--- src/rtl/dff_bist.sv ---
// dff_bist: on-chip self-test engine for a single d_ff cell.
// An 8-bit LFSR drives a pseudo-random bit stream onto dut_d. The returned q
// is checked against a LATENCY-deep delayed copy of what was driven, and a
// saturating mismatch counter plus a pass flag are reported on completion.
// Optional build macro DFF_BIST_QB_CHECK_EN: when it is defined, a cycle is
// also flagged as a mismatch if dut_qb is not the complement of dut_q.
module dff_bist #(
  parameter logic [7:0]  SEED        = 8'hA5,
  parameter int unsigned NUM_VECTORS = 16,
  parameter int unsigned LATENCY     = 1,
  parameter int unsigned ERR_W       = 8
) (
  input  logic             clk,
  input  logic             rst_n,
  input  logic             start,
  output logic             dut_d,
  input  logic             dut_q,
  input  logic             dut_qb,
  output logic             busy,
  output logic             done,
  output logic             pass,
  output logic [ERR_W-1:0] err_count
);

  typedef enum logic [1:0] {
    S_IDLE,
    S_RUN,
    S_DRAIN,
    S_DONE
  } state_t;

  // An all-zero seed would lock the LFSR, so it is replaced by 8'h01.
  localparam logic [7:0] SEED_EFF = (SEED == 8'h00) ? 8'h01 : SEED;

  // Fibonacci step: shift right, new bit7 = b0^b2^b3^b4 (x^8+x^6+x^5+x^4+1).
  function automatic logic [7:0] lfsr_step(input logic [7:0] s);
    return {s[0] ^ s[2] ^ s[3] ^ s[4], s[7:1]};
  endfunction

  state_t             state_q, state_d;
  logic [7:0]         lfsr_q, lfsr_d;
  logic               dut_d_q, dut_d_d;
  logic [15:0]        vec_cnt_q, vec_cnt_d;
  logic [3:0]         drain_cnt_q, drain_cnt_d;
  logic [LATENCY-1:0] exp_q, exp_d;
  logic [LATENCY-1:0] vld_q, vld_d;
  logic [ERR_W-1:0]   err_q, err_d;
  logic               pass_q, pass_d;
  logic               mismatch;

`ifdef DFF_BIST_QB_CHECK_EN
  // q is compared against the delayed driven bit; qb must always complement q.
  always_comb begin
    mismatch = vld_q[LATENCY-1] &&
               ((dut_q != exp_q[LATENCY-1]) || (dut_qb != ~dut_q));
  end
`else
  logic unused_qb;
  assign unused_qb = dut_qb;

  // Only q is compared against the delayed driven bit.
  always_comb begin
    mismatch = vld_q[LATENCY-1] && (dut_q != exp_q[LATENCY-1]);
  end
`endif

  // Next-state logic: FSM, LFSR, counters, expected/valid pipe, error count.
  always_comb begin
    state_d     = state_q;
    lfsr_d      = lfsr_q;
    dut_d_d     = 1'b0;
    vec_cnt_d   = vec_cnt_q;
    drain_cnt_d = drain_cnt_q;
    pass_d      = pass_q;
    err_d       = err_q;

    // The pipe always shifts; a bit is only valid if it was driven in RUN.
    exp_d[0] = dut_d_q;
    vld_d[0] = (state_q == S_RUN);
    for (int unsigned i = 1; i < LATENCY; i++) begin
      exp_d[i] = exp_q[i-1];
      vld_d[i] = vld_q[i-1];
    end

    if (mismatch && (err_q != '1)) begin
      err_d = err_q + ERR_W'(1);
    end

    unique case (state_q)
      S_IDLE, S_DONE: begin
        if (start) begin
          state_d   = S_RUN;
          dut_d_d   = SEED_EFF[0];
          lfsr_d    = lfsr_step(SEED_EFF);
          vec_cnt_d = 16'd1;
          err_d     = '0;
          pass_d    = 1'b0;
        end
      end
      S_RUN: begin
        if (vec_cnt_q == 16'(NUM_VECTORS)) begin
          state_d     = S_DRAIN;
          drain_cnt_d = '0;
        end else begin
          dut_d_d   = lfsr_q[0];
          lfsr_d    = lfsr_step(lfsr_q);
          vec_cnt_d = vec_cnt_q + 16'd1;
        end
      end
      S_DRAIN: begin
        // The last compare lands on the edge entering DONE, so pass uses err_d.
        if (drain_cnt_q == 4'(LATENCY - 1)) begin
          state_d = S_DONE;
          pass_d  = (err_d == '0);
        end else begin
          drain_cnt_d = drain_cnt_q + 4'd1;
        end
      end
      default: state_d = S_IDLE;
    endcase
  end

  // State register with synchronous active-low reset.
  always_ff @(posedge clk) begin
    if (!rst_n) begin
      state_q     <= S_IDLE;
      lfsr_q      <= SEED_EFF;
      dut_d_q     <= 1'b0;
      vec_cnt_q   <= '0;
      drain_cnt_q <= '0;
      exp_q       <= '0;
      vld_q       <= '0;
      err_q       <= '0;
      pass_q      <= 1'b0;
    end else begin
      state_q     <= state_d;
      lfsr_q      <= lfsr_d;
      dut_d_q     <= dut_d_d;
      vec_cnt_q   <= vec_cnt_d;
      drain_cnt_q <= drain_cnt_d;
      exp_q       <= exp_d;
      vld_q       <= vld_d;
      err_q       <= err_d;
      pass_q      <= pass_d;
    end
  end

  assign dut_d     = dut_d_q;
  assign busy      = (state_q == S_RUN) || (state_q == S_DRAIN);
  assign done      = (state_q == S_DONE);
  assign pass      = pass_q;
  assign err_count = err_q;

endmodule

--- config.mk ---
export PLATFORM = sky130hd
export DESIGN_NAME = dff_bist
export DESIGN_NICKNAME = d
export VERILOG_FILES = /design/src/rtl/dff_bist.sv
export SDC_FILE = /design/constraint.sdc
export NUM_CORES = 1
export LEC_CHECK = 0
export CAP_MARGIN = 40
export CORE_MARGIN = 5
export CORE_UTILIZATION = 60
export DETAILED_ROUTE_END_ITERATION = 12
export DONT_BUFFER_PORTS = 1
export PLACE_DENSITY = 0.75
export SYNTH_ARGS = -nofsm -noshare
export SYNTH_HDL_FRONTEND = slang
export SYNTH_SLANG_ARGS = --single-unit
--- constraint.sdc ---
create_clock -name clk -period 2.6 [get_ports clk]
set_input_delay 0.39 -clock clk [delete_from_list [all_inputs] [get_ports clk]]
set_output_delay 0.39 -clock clk [all_outputs]
set_load 0.05 [all_outputs]
## After elaboration in Yosys (flattened, before gate mapping)

Index checks and enable logic that the tools add are counted.

- Output and inout bits: 12
- Input bits: 5
- Word-level logic and storage cells: 62
- Flip-flop bits (word level): 42

- $add $sub $neg: 3
- Bitwise logic cells: 3
- Reductions and logical operators: 14
- Equality and inequality tests: 11
- Multiplexer cells: 22

Operator list:

| cell | number |
|---|---|
| $mux 8 | 5 |
| $mux 16 | 2 |
| $pmux 16 s2 | 1 |
| $add 16x1->16 const B | 1 |
| $eq 16x5->1 const B | 1 |
| $pmux 8 s2 | 1 |
| $reduce_and 3->1 | 4 |
| $add 8x1->8 const B | 1 |
| $logic_not 8->1 | 1 |
| $mux 4 | 2 |
| $ne 2x2->1 const B | 4 |
| $ne 8x8->1 const B | 1 |
| $pmux 4 s2 | 1 |
| $mux 2 | 3 |
| $pmux 2 s3 | 1 |
| $reduce_bool 2->1 | 3 |
| $add 4x1->4 const B | 1 |
| $eq 2x2->1 const B | 2 |
| $logic_not 4->1 | 1 |
| $mux 1 | 4 |
| $pmux 1 s2 | 2 |
| $xor 1x1->1 | 3 |
| $eq 2x1->1 const B | 1 |
| $logic_and 1x1->1 | 2 |
| other kinds (5) | 5 |

## Depth between registers and ports, before layout

- Depth after elaboration: 7
- Depth in mapped cells: 7
- Depth with buffers taken out: 7

## Worst setup path after synthesis

Ideal clock, no wire load.

- Kind: reg2reg
- Start: register err_q[0] (netlist: err_count[0])
- End: register pass_q (netlist: pass)
- Arrival time: 1.843 ns
- Path slack: 0.632 ns
- Stages on the path, launching flop included: 7
- Path buffers: 0
- Period minus slack after synthesis: 1.968 ns
- Cell sequence: dfxtp_1 -> ha_1 -> nand3_1 -> o211ai_2 -> mux2_1 -> nand4_1 -> o31ai_1

- Longest elaborated chain between the ends: 6
- Elaborated cells on any way between the ends: 7
- Those cells by class: 1 x add/sub; 1 x eq/ne; 3 x mux; 2 x reduce/logical

RTL lines:

| item | line | RTL |
|---|---|---|
| start: declaration | 47 | `logic [ERR_W-1:0] err_q, err_d;` |
| start signal: assignment | 143 | `err_q <= err_d;` |
| parallel branches: the longest is 2 deep, another holds $add 8x1->8 | -- |  |
| $mux 8 * | 85 | `if (mismatch && (err_q != '1)) begin` |
| $logic_not 8->1 * | 114 | `pass_d = (err_d == '0);` |
| $mux 1 * | 112 | `if (drain_cnt_q == 4'(LATENCY - 1)) begin` |
| $pmux 1 s2 * | 89 | `unique case (state_q)` |
| end signal: assignment | 144 | `pass_q <= pass_d;` |
| end: declaration | 48 | `logic pass_q, pass_d;` |

Mark *: on every way between the ends. The select of a mux whose other input is x is not followed.
A chain may end at the register's enable or synchronous reset.

## Worst setup path after layout

- Start: register state_q[0]
- End: register vec_cnt_q[5]

- Longest elaborated chain between the ends: 4
- Elaborated cells on any way between the ends: 9
- Those cells by class: 4 x eq/ne; 1 x mux; 4 x reduce/logical

RTL lines:

| item | line | RTL |
|---|---|---|
| start: declaration | 40 | `state_t state_q, state_d;` |
| start signal: assignment | 136 | `state_q <= state_d;` |
| $eq 2x2->1 / $logic_not 2->1 (equally long branches) | 89 |  |
| $reduce_or 2->1 | 89 |  |
| $ne 2x2->1 (no line) / $reduce_bool 2->1 (equally long branches) | -- |  |
| $reduce_and 3->1 (no line) | -- |  |
| end signal: assignment | 139 | `vec_cnt_q <= vec_cnt_d;` |
| end: declaration | 43 | `logic [15:0] vec_cnt_q, vec_cnt_d;` |

Parallel ways exist; a longest one is shown, timed or not.

==> key figures <==
Logic synthesis
  – Post-synth EDFFs: 0
  – Dominant synthesized flop cell: dfxtp_1
  – Post-synthesis mux area share: 3.97%
  – Distinct cell type count after synthesis: 42
  – Synthesized-area fraction occupied by adder cells: 5.25%
  – Async set-or-reset flop fraction in the synthesized netlist: 0%
  – Sequential area share after synthesis: 39.2%
  – Post-Syn Area per Cell: 8.54 um^2
  – XOR/XNOR Fraction of Synth Area: 7.35%
  – Synth warn: 0
  – Syn_nets: 265
  – Simple-gate area share of the yosys netlist: 29.3%
  – Compound-Gate Fraction of Synth Area: 11.0%
  – Combinational family with the most area after synthesis: simple AND/OR/NAND/NOR gates
  – Mapped Area: 2140 um^2
  – Yosys reg bits: 42
  – Synthesized instance count: 251

Cells and area
  – Layout cell share with drive strength beyond 1: 9.54%
  – Final Core Density: 67.9%
  – Diodes inserted: 0
  – NumNets Final: 275
  – Area grow syn2layout: 7.35%

Clock network
  – H-tree Lvls: 2
  – Worst-path clk slew: 0.12 ns
  – Clk buf depth: 2
  – CTS Buf Count: 5
  – Worst-Skew Late Latency: 0.36 ns
  – CTS tree: yes
  – Setup Fix Bufs, Post-CTS: 0
  – CTS-repair resized insts: 0
  – TritonCTS Sinks: 42
  – CTS root buf: clkbuf_4
  – # hold bufs at CTS: 0

Timing
  – Worst slew pin tran: 0.610 ns
  – Fmax: 463 MHz
  – Final Max Slew Viols: 0
  – RSZ-0062 raised after global routing: no
  – Setup Skew: 0.0153 ns
  – Final setup violation count: 0
  – Rel. slew slack: 59.3%
  – Tcrit/Tclk final: 83.1%
  – Setup_tns: 0 ns
  – Minimum clock period: 2.16 ns
  – Final Hold Fails: 0

Worst setup path
  – Nature of the critical path endpoint: flop
  – Worst setup path end: vec_cnt_q[5]
  – CP startpoint: state_q[0]
  – Critical path class: reg2reg
  – Critical path fanouts, max: 10
  – FF-to-FF Start: state_q[0]
  – CP Launch Type: flop
  – Critical path data required time: 2.88 ns
  – R2R depth: 6
  – Reg2reg setup slack: 0.44 ns
  – CP Data Arrival Time: 2.44 ns
  – Reg-to-Reg End: vec_cnt_q[5]

Power
  – Leakage: 0.849 nW
  – Pwr per Cell Area: 784 nW/um^2
  – VDD IR max: 0.000670 V

Place
  – IO buf count: 0
  – Hpwl dp: 2850 um
  – Global placement routability congestion: 0.787

Route
  – Detailed-route wire length per cell: 12.8 um
  – Drt total wl: 3930 um
  – Via/cell ratio: 5.68
  – DR vias: 1748
  – DRC: 0
  – Post-DRT Antenna Nets: 0
  – Iter 0 DRT Violations: 63
  – Pre-Repair DR Iteration Count: 4

Die
  – Core Footprint: 3390 um^2
  – Die area: 4870 um^2
  – Row count: 21
  – IO Pins: 17
  – Chip Height: 69.8 um
  – Die X: 69.8 um
  – Starting Density: 63.3%

GRT
  – Pin count of the biggest net entering global routing: 15
  – Antenna violations before repair: 0
  – First-pass GRT wire length: 6880 um
  – Tot GR Track Use: 17.0%
  – GRT overflow: 0
  – Vias in the first global route: 1552

Run status
  – Outcome: finished clean

Min path
  – Hold Crit Class: in2reg

Job
  – Max Cap Viol: 0
==> through the flow <==
stage	instances	setup WS [ns]	instance area, um^2	power [W]	hold WS (ns)
floorplan	251	0.632	2140	0.00136	0.442
global placement	300	0.530	2240	0.00147	0.455
detailed placement	300	0.496	2240	0.00147	0.461
CTS	308	0.451	2300	0.00182	0.0862
global route	308	0.215	2300	0.00193	0.0893
finish	308	0.439	2300	0.00180	0.0927
==> cells in the mapped netlist (all sizes together), types with 4 or more instances <==
cell     n  area share, %
ha       9            5.3
xor2     8            3.3
inv     18            3.2
o211ai   4            1.6
nand3   18            4.2
nand2   20            3.5
nand4    7            2.0
and3     4            1.2
mux2i    5            2.9
nor2    27            4.7
nor3    14            3.7
o21ai   10            2.3
a21oi   13            3.0
or3      6            1.8
dfxtp   42             39
xnor2   10            4.1
==> registers in the layout, summed over array words and instances, names as in the netlist <==
register     flops
vec_cnt_q       16
err_count        8
lfsr_q           8
drain_cnt_q      4
state_q          2
dut_d            1
exp_q            1
pass             1
vld_q            1
==> where the power goes <==
part	total, W	internal, W	switching [W]
clock network	0.000346	0.000130	0.000216
registers	0.000871	0.000749	0.000122
logic	0.000587	0.000216	0.000371
==> worst min-delay path by stage <==
stage	startpoint	end	slack, ns	depth (start not counted)
final	rst_n	lfsr_q[0]	0.09	1
after global routing	rst_n	lfsr_q[5]	0.09	1
after CTS	rst_n	lfsr_q[2]	0.09	1
after detailed placement	lfsr_q[1]	lfsr_q[0]	0.46	2
after global placement	lfsr_q[1]	lfsr_q[0]	0.45	2
after floorplan	lfsr_q[1]	lfsr_q[0]	0.44	2
==> cell type report <==
| type | instances | area [um^2] |
|---|---|---|
| Tap cell | 46 | 57.6 |
| Inverter | 18 | 67.6 |
| Clock buffer | 6 | 51.3 |
| Timing Repair Buffer | 7 | 52.6 |
| Fill cell | 280 | 1090 |
| Clock inverter | 2 | 12.5 |
| Multi-Input combinational cell | 187 | 1220 |
| Sequential cell | 42 | 841 |
==> routing by layer <==
metal  global-route usage (%)  part of all wire [%]  routed length, um  up-vias
li1                         -                     -                  -      906
met1                     21.3                    47               1860      807
met5                        0                     0                  0        -
met3                     4.06                   4.1                160        7
met2                     27.9                    47               1840       28
met4                     7.02                   1.8                 70        0
==> kinds of logic (layout without fill, tap and decap cells) <==
group | count (synthesis) | in the layout
simple gates | 115 | 115
flops | 42 | 42
compound gates | 38 | 38
buf+inv | 22 | 33
xor+xnor | 18 | 18
fa+ha+maj | 9 | 9
mux | 7 | 7
==> critical path, stage by stage, from the launching register on <==
cell	delay, ns
dfxtp_1	0.43
inv_1	0.07
ha_1	0.37
mux2_2	0.28
nand4_1	0.35
or3_1	0.44
a21oi_1	0.14
==> cell usage in the layout, fill, tap and decap left out, types with 3 or more instances in the layout <==
cell type and count:
nor2_1 27, xor2_1 8, inv_1 18, nor3_1 12, o211ai_1 3, or3_1 6
o21ai_0 10, nand2_1 20, and3_1 4, nor2b_1 3, a211oi_1 3, mux2i_1 4
xnor2_1 10, clkbuf_4 5, dfxtp_1 42, a21oi_1 13, nand4_1 7, nand3_1 18
ha_1 9, buf_4 7
Power figures use the tool's default switching activity.
